## src/rtl/vec_add_master.sv

```systemverilog
// Vector add master: reads two 128-bit operand streams, adds 8 x 16-bit lanes, writes results.
// Define VEC_ADD_SAT_EN for saturating lanes; the default build wraps each lane modulo 2^16.
module vec_add_master (
  input  logic         clock,
  input  logic         reset,
  input  logic         start,
  input  logic [15:0]  SrcAddr1,
  input  logic [15:0]  SrcAddr2,
  input  logic [15:0]  DstAddr,
  input  logic [15:0]  Length,
  output logic         busy,
  output logic         done,
  output logic [15:0]  ReadAddress1,
  output logic [15:0]  ReadAddress2,
  input  logic [127:0] ReadBus1,
  input  logic [127:0] ReadBus2,
  output logic         WE,
  output logic [15:0]  WriteAddress,
  output logic [127:0] WriteBus
);

  typedef enum logic [2:0] {IDLE, READ, CAP, WRITE, FIN} state_t;

  state_t         state_q, state_d;
  logic [15:0]    src1_q, src1_d, src2_q, src2_d, dst_q, dst_d, count_q, count_d;
  logic [15:0]    ra1_q, ra1_d, ra2_q, ra2_d, wa_q, wa_d;
  logic [127:0]   wb_q, wb_d;
  logic           we_q, we_d, busy_q, busy_d, done_q, done_d;
  logic [127:0]   lane_sum;

  genvar gi;
  generate
    for (gi = 0; gi < 8; gi++) begin : g_lane
`ifdef VEC_ADD_SAT_EN
      logic [16:0] wide;
      assign wide = {1'b0, ReadBus1[16*gi +: 16]} + {1'b0, ReadBus2[16*gi +: 16]};
      assign lane_sum[16*gi +: 16] = wide[16] ? 16'hFFFF : wide[15:0];
`else
      assign lane_sum[16*gi +: 16] = ReadBus1[16*gi +: 16] + ReadBus2[16*gi +: 16];
`endif
    end
  endgenerate

  always_comb begin
    state_d = state_q;
    src1_d  = src1_q;
    src2_d  = src2_q;
    dst_d   = dst_q;
    count_d = count_q;
    ra1_d   = ra1_q;
    ra2_d   = ra2_q;
    wa_d    = wa_q;
    wb_d    = wb_q;
    case (state_q)
      IDLE: begin
        if (start) begin
          if (Length != 16'd0) begin
            src1_d  = SrcAddr1;
            src2_d  = SrcAddr2;
            dst_d   = DstAddr;
            count_d = Length;
            state_d = READ;
          end else begin
            state_d = FIN;
          end
        end
      end
      READ:  state_d = CAP;
      CAP: begin
        wa_d    = dst_q;
        wb_d    = lane_sum;
        state_d = WRITE;
      end
      WRITE: begin
        src1_d  = src1_q + 16'd1;
        src2_d  = src2_q + 16'd1;
        dst_d   = dst_q + 16'd1;
        count_d = count_q - 16'd1;
        state_d = (count_q != 16'd1) ? READ : FIN;
      end
      FIN:     state_d = IDLE;
      default: state_d = IDLE;
    endcase
    // Outputs are decoded from the next state so they are registered yet aligned with it.
    if (state_d == READ) begin
      ra1_d = src1_d;
      ra2_d = src2_d;
    end
    we_d   = (state_d == WRITE);
    busy_d = (state_d == READ) || (state_d == CAP) || (state_d == WRITE);
    done_d = (state_d == FIN);
  end

  always_ff @(posedge clock) begin
    if (reset) begin
      state_q <= IDLE;
      src1_q  <= 16'd0;
      src2_q  <= 16'd0;
      dst_q   <= 16'd0;
      count_q <= 16'd0;
      ra1_q   <= 16'd0;
      ra2_q   <= 16'd0;
      wa_q    <= 16'd0;
      wb_q    <= 128'd0;
      we_q    <= 1'b0;
      busy_q  <= 1'b0;
      done_q  <= 1'b0;
    end else begin
      state_q <= state_d;
      src1_q  <= src1_d;
      src2_q  <= src2_d;
      dst_q   <= dst_d;
      count_q <= count_d;
      ra1_q   <= ra1_d;
      ra2_q   <= ra2_d;
      wa_q    <= wa_d;
      wb_q    <= wb_d;
      we_q    <= we_d;
      busy_q  <= busy_d;
      done_q  <= done_d;
    end
  end

  assign busy         = busy_q;
  assign done         = done_q;
  assign ReadAddress1 = ra1_q;
  assign ReadAddress2 = ra2_q;
  assign WE           = we_q;
  assign WriteAddress = wa_q;
  assign WriteBus     = wb_q;

endmodule

```

## config.mk

```make
export PLATFORM = sky130hd
export DESIGN_NAME = vec_add_master
export DESIGN_NICKNAME = d
export VERILOG_FILES = /design/src/rtl/vec_add_master.sv
export SDC_FILE = /design/constraint.sdc
export NUM_CORES = 1
export LEC_CHECK = 0
export ABC_AREA = 0
export ABC_CLOCK_PERIOD_IN_PS = 3500
export CORE_AREA = 3 3 194 196
export DETAILED_ROUTE_END_ITERATION = 7
export DIE_AREA = 0 0 197 199
export HOLD_SLACK_MARGIN = 0.15
export PLACE_DENSITY_LB_ADDON = 0.1
export SETUP_SLACK_MARGIN = 0.3
export SLEW_MARGIN = 15
export SYNTH_ARGS = -nofsm -noshare
export SYNTH_HDL_FRONTEND = slang
export SYNTH_SLANG_ARGS = --single-unit
```

## constraint.sdc

```tcl
create_clock -name clock -period 3.5 [get_ports clock]
set_input_delay 0.525 -clock clock [delete_from_list [all_inputs] [get_ports clock]]
set_output_delay 0.525 -clock clock [all_outputs]
set_load 0.02 [all_outputs]
```

==> impl_metrics.yaml, run 1 <==
run_status:
  status: "completed"
timing:
  drv_slew: 0
  max_freq_ghz: 0.342
  fin_tns_setup_ps: 0
  grt_setup_unrepaired: "no"
  slew_headroom_pct: 38.6
  setup_slack_ps: 578
  final_hold_viol_count: 0
  holdWs_ps: 417
  post-route-period-util_pct: 83.5
  fin_worst_skew_ps: 17.7
  worst_pin_slew_ps: 919
  finalSetupViolations: 0
  fin_crit_ps: 2920
die:
  die_w_um: 197
  ios: 502
  die_area_um2: 39200
  row_count: 70
  die_h_um: 199
  start_util_pct: 41.5
  core_um2: 36300
yosys:
  synth_top_cells_by_count: "nand2_1 (265), dfxtp_1 (246), a21oi_1 (204), nor2_1 (191), ha_1 (125)"
  synth-seq-cells: 246
  ys_async_sr_fraction_pct: 0
  synth_edf_count: 0
  synth_most_common_cell: "nand2_1"
  syn_avg_cell_area_um2: 8.04
  yosysWarnings: 0
  synthDistinctLibCells: 76
  synthCells: 1875
  synth_top_area_share_pct: 32.7
  ys_seq_area_share_pct: 32.7
  synth.area.top_cells: "dfxtp_1 (33%), ha_1 (10%), a21oi_1 (6.8%)"
  syn_nets: 2331
  syn_area_um2: 15100
  synth_area_leader_cell: "dfxtp_1"
  synth_ff_type: "dfxtp_1"
setup_path:
  crit_start: "ReadBus1[64]"
  r2r_end: "WriteBus[92]$_SDFFE_PP0P_"
  critPathMaxFanout: 3
  crit_path_end: "WriteBus[76]$_SDFFE_PP0P_"
  rrSetupSlack_ps: 910
  cp_num_buf_inv: 2
  arrival_ps: 3420
  crit_type: "in -> reg"
  critPathRequiredTime_ps: 4000
  timing.rr.start: "state_q[0]$_SDFF_PP0_"
  rr_worst_depth: 7
  slowest_stage: "a2111oi_2"
  crit_path_cell_trace: "clkdlybuf4s50_1 -> ha_1 -> fa_1 -> a211o_1 -> a2111oi_2 -> o21ai_0 -> o41ai_1 -> buf_4 -> xnor2_1 -> nand2_1 -> a21oi_1"
  cp_num_cells: 11
  critPathTopFamily: "compound AO/OA/AOI/OAI gates"
  max_stage_delay_ps: 450
  start_kind: "input pin"
  critPathCaptureType: "register"
drt:
  drt_first_pass_iters: 5
  vias_per_cell: 5.53
  wl_per_cell_um: 19.3
  routed-via-count: 15700
  post-route-drc-count: 0
  routed_wl_um: 54700
  ant_nets: 0
  detail_route.iter0.violations: 897
placement:
  portBuffers: 501
  place.gp.congestion: 0.938
  post-place-ws_ps: 44.9
  dpl.hpwl_um: 42200
clock_network:
  postCtsSetupBuffers: 0
  cts_hold_buffers: 0
  cts_tree: "yes"
  htreeDepth: 1
  cts-buffers-inserted: 30
  clk_pin_slew_ps: 60
  clk_path_buf_depth: 3
  cts.sinks: 246
  root_buffer: "clkbuf_16"
  clock_latency_ps: 570
  cts-resized-gates: 0
worst_hold_path:
  worstHoldPathType: "in -> reg"
  holdCritStartpoint: "reset"
global_route:
  track_usage_pct: 26.3
  grt_pass1_wl_um: 82800
  grt_max_degree: 130
  antenna_found_initial: 10
  first_global_vias: 15000
  grt_remaining_overflow: 0
finish:
  nets: 2796
  layout-drive-gt1-share_pct: 5.51
  postLayoutCoreUtil_pct: 59.5
  area_delta_synth_final_pct: 43.1
power_and_ir_drop:
  ir_drop_mv: 0.336
  p_per_area_nw_per_um2: 477
  leakage_nw: 8.18
  finalPower_mw: 10.3
flow_run:
  maxCapViolCount: 0
-- area by class of cell --
class,instances,area (um2)
fill,3310,14700
multi-input combinational,1504,9650
timing repair buffer,525,5250
sequential,246,4920
clock buffer,42,896
tap,468,586
inverter,33,124
clock inverter,11,116
antenna,7,17.5
-- power breakdown --
group	switching, mW	internal [mW]	leakage [nW]
sequential	0.261	3.17	2.01
clock	1.29	1.91	0.510
combinational	2.00	1.65	5.66
total	3.56	6.73	8.18
-- layer usage --
metal	up-vias	wire length, um	GRT usage [%]
li1	7760	-	-
met1	7342	21700	30.5
met2	498	27300	47.3
met3	77	4020	7.08
met4	8	1520	8.08
met5	-	55	0
-- worst min-delay path by stage --
stage               depth (start not counted)  slack [ps]                           end
finish                                      2         420          src2_q[4]$_SDFF_PP0_
global route                                2         420          src2_q[6]$_SDFF_PP0_
CTS                                         2         400          src2_q[4]$_SDFF_PP0_
detailed placement                          2         440     WriteBus[46]$_SDFFE_PP0P_
global placement                            2         430     WriteBus[90]$_SDFFE_PP0P_
floorplan                                   2         440  WriteAddress[6]$_SDFFE_PP0P_
-- flip-flops by register name, summed over array words and instances, names as in the netlist, 3 cells and up --
register and cells:
WriteBus 128, ReadAddress1 16, ReadAddress2 16, WriteAddress 16, count_q 16, dst_q 16, src1_q 16, src2_q 16
state_q 3
-- placed cells by master, fill, tap and decap left out, types with 40 or more instances in the layout --
| master | Yosys | layout |
|---|---|---|
| clkdlybuf4s50_1 | 0 | 500 |
| nand2_1 | 265 | 264 |
| dfxtp_1 | 246 | 246 |
| a21oi_1 | 204 | 204 |
| o21ai_0 | 105 | 105 |
| nor2_1 | 191 | 190 |
| nand3_1 | 45 | 45 |
| nor3_1 | 40 | 40 |
| ha_1 | 125 | 125 |
| xnor2_1 | 69 | 69 |
-- per-stage QoR --
stage                     instance area [um2]  cells
after global routing                    21600   2835
after global placement                  20500   2776
after floorplan                         15100   1875
final                                   21600   2836
after CTS                               21500   2829
after detailed placement                20500   2776
-- kinds of logic (layout without fill, tap and decap cells) --
family                   after synthesis  count (layout)  share of synthesized area (%)
other                                  0               7                              0
buffers and inverters                125             611                           3.41
XOR/XNOR                              98              98                           5.70
AO/OA/AOI/OAI                        581             581                           25.3
flip-flops                           246             246                           32.7
AND/OR/NAND/NOR                      689             689                           21.2
adder cells (fa/ha/maj)              133             133                           11.4
multiplexers                           3               3                          0.199
Note: power is estimated with default switching activity, not from simulation.
==> run 2: changes to the inputs <==
- ABC_CLOCK_PERIOD_IN_PS: 3500 -> 3000
- clock period: 3.5 -> 3 ns (I/O delays scaled with it)
==> impl_metrics.yaml, run 2 (synthesis results as in run 1) <==
timing:
  fin_crit_ps: 2610
  slew_headroom_pct: 38.9
  finalSetupViolations: 0
  worst_pin_slew_ps: 917
  fin_tns_setup_ps: 0
  post-route-period-util_pct: 86.9
  final_hold_viol_count: 0
  grt_setup_unrepaired: "yes"
  fin_worst_skew_ps: 24.6
  drv_slew: 0
  max_freq_ghz: 0.383
power_and_ir_drop:
  ir_drop_mv: 0.422
  power.share.sequential_pct: 32.2
  leakage_nw: 8.45
  swShare_pct: 33.9
  p_comb_share_pct: 35.6
  p_per_area_nw_per_um2: 561
  switchingPower_mw: 4.19
  p_int_mw: 8.19
  finalPower_mw: 12.4
  clockPowerShare_pct: 32.2
setup_path:
  cp_num_cells: 10
  start_kind: "input pin"
  critPathMaxFanout: 3
  crit_type: "in -> reg"
  rr_worst_depth: 8
  critPathCaptureType: "register"
  cp_num_buf_inv: 2
  arrival_ps: 3130
  slowest_stage: "clkdlybuf4s50_1"
  critPathRequiredTime_ps: 3520
  critPathTopFamily: "compound AO/OA/AOI/OAI gates"
  crit_path_cell_trace: "clkdlybuf4s50_1 -> ha_1 -> a211oi_1 -> o21ai_0 -> a311oi_1 -> buf_4 -> o21ai_1 -> a21o_1 -> a2111oi_0 -> nand2b_1"
  max_stage_delay_ps: 440
drt:
  detail_route.iter0.violations: 889
  routed-via-count: 15800
  vias_per_cell: 5.47
  post-route-drc-count: 0
  wl_per_cell_um: 19.1
  routed_wl_um: 55100
  ant_nets: 0
  drt_first_pass_iters: 5
placement:
  place.gp.congestion: 0.922
  dpl.hpwl_um: 42500
  portBuffers: 501
  placedCellCount: 2825
finish:
  num-fill-cells: 3294
  final_common_cell: "clkdlybuf4s50_1"
  fin_cells: 2892
  layout-drive-gt1-share_pct: 7.50
  nets: 2846
  largest_reg_flops: 128
  area_delta_synth_final_pct: 46.5
  final_cell_mix: "clkdlybuf4s50_1 (500), nand2_1 (264), dfxtp_1 (246)"
global_route:
  grt_max_degree: 145
  first_global_vias: 15500
  antenna_found_initial: 15
  grt_pass1_wl_um: 84400
  track_usage_pct: 26.7
  grt_remaining_overflow: 0
die:
  row_count: 70
  ios: 502
  die_area_um2: 39200
  core_um2: 36300
  die_w_um: 197
  start_util_pct: 41.5
  die_h_um: 199
clock_network:
  root_buffer: "clkbuf_16"
  clk_pin_slew_ps: 60
  clock_latency_ps: 580
  htreeDepth: 1
  cts-buffers-inserted: 31
  cts_tree: "yes"
  cts.sinks: 246
  clk_path_buf_depth: 3
worst_hold_path:
  min_delay_path_depth: 4
  worstHoldPathType: "in -> reg"
flow_run:
  maxCapViolCount: 0
run_status:
  status: "completed"
==> run 2: cell count changes in the layout (fill, tap and decap cells not counted), moves of 2 or more <==
cell / before / now
clkinv_2: 8 / 4
o21ai_0: 105 / 103
bufinv_16: 2 / 6
inv_6: 0 / 2
clkbuf_1: 2 / 8
diode_2: 7 / 10
clkbuf_8: 11 / 3
clkinvlp_4: 0 / 4
buf_4: 20 / 68
==> run 2: per-layer routing <==
| layer | vias up | GRT usage, % | part of all wire [%] |
|---|---|---|---|
| met3 | 82 | 8.03 | 8.3 |
| li1 | 7858 | - | - |
| met5 | - | 0 | 0.13 |
| met1 | 7358 | 30.9 | 39 |
| met4 | 10 | 9.19 | 2.8 |
| met2 | 510 | 47.2 | 50 |
==> run 2: through the flow <==
stage               util [%]  hold slack, ps  instance area [um2]  setup WS [ps]
finish                  60.9             361                22100            392
global route            60.8             378                22100            233
CTS                     60.7             343                22000            304
detailed placement      57.7             441                20900           -260
global placement        57.7             434                20900           -236
floorplan                  -             440                15100            368
==> run 2: layout make-up <==
type / count / area [um2] / share of cell area (%)
Multi-Input combinational cell: 1504 / 9690 / 43.9
Timing Repair Buffer: 574 / 5630 / 25.5
Sequential cell: 246 / 4920 / 22.3
Clock buffer: 41 / 833 / 3.78
Tap cell: 468 / 586 / 2.65
Clock inverter: 16 / 249 / 1.13
Inverter: 33 / 128 / 0.578
Antenna cell: 10 / 25.0 / 0.113
==> run 2: power by group through the flow <==
stage	Combinational, mW	Sequential (mW)	Clock (mW)
3_3_place_gp	4.34	4.03	0
6_report	4.41	3.99	3.98
5_1_grt	4.81	4.04	4.21
3_5_place_dp	4.38	4.04	0
2_1_floorplan	2.18	4.36	0
4_1_cts	4.41	3.98	4.07
==> run 2: timing repair <==
item | in CTS | in global routing
resized for setup | 2 | 6
hold buffers | 0 | 0
pin swaps | 1 | 2
setup endpoints to repair | 1 | 14
setup buffers | 0 | 0
==> run 2: final timing paths <==
kind / startpoint / endpoint / slack (ps)
min: reset / WriteBus[78]$_SDFFE_PP0P_ / 360
max: ReadBus1[81] / WriteBus[95]$_SDFFE_PP0P_ / 390
max reg2reg: count_q[7]$_SDFFE_PP0P_ / ReadAddress1[14]$_SDFFE_PP0N_ / 560
min reg2reg: WriteBus[117]$_SDFFE_PP0P_ / WriteBus[117]$_SDFFE_PP0P_ / 450
==> run 2: tightest hold or removal path: stages <==
cell and delay (ps):
clkbuf_8 130, nor2_4 150, nand2_1 110, o21ai_1 50
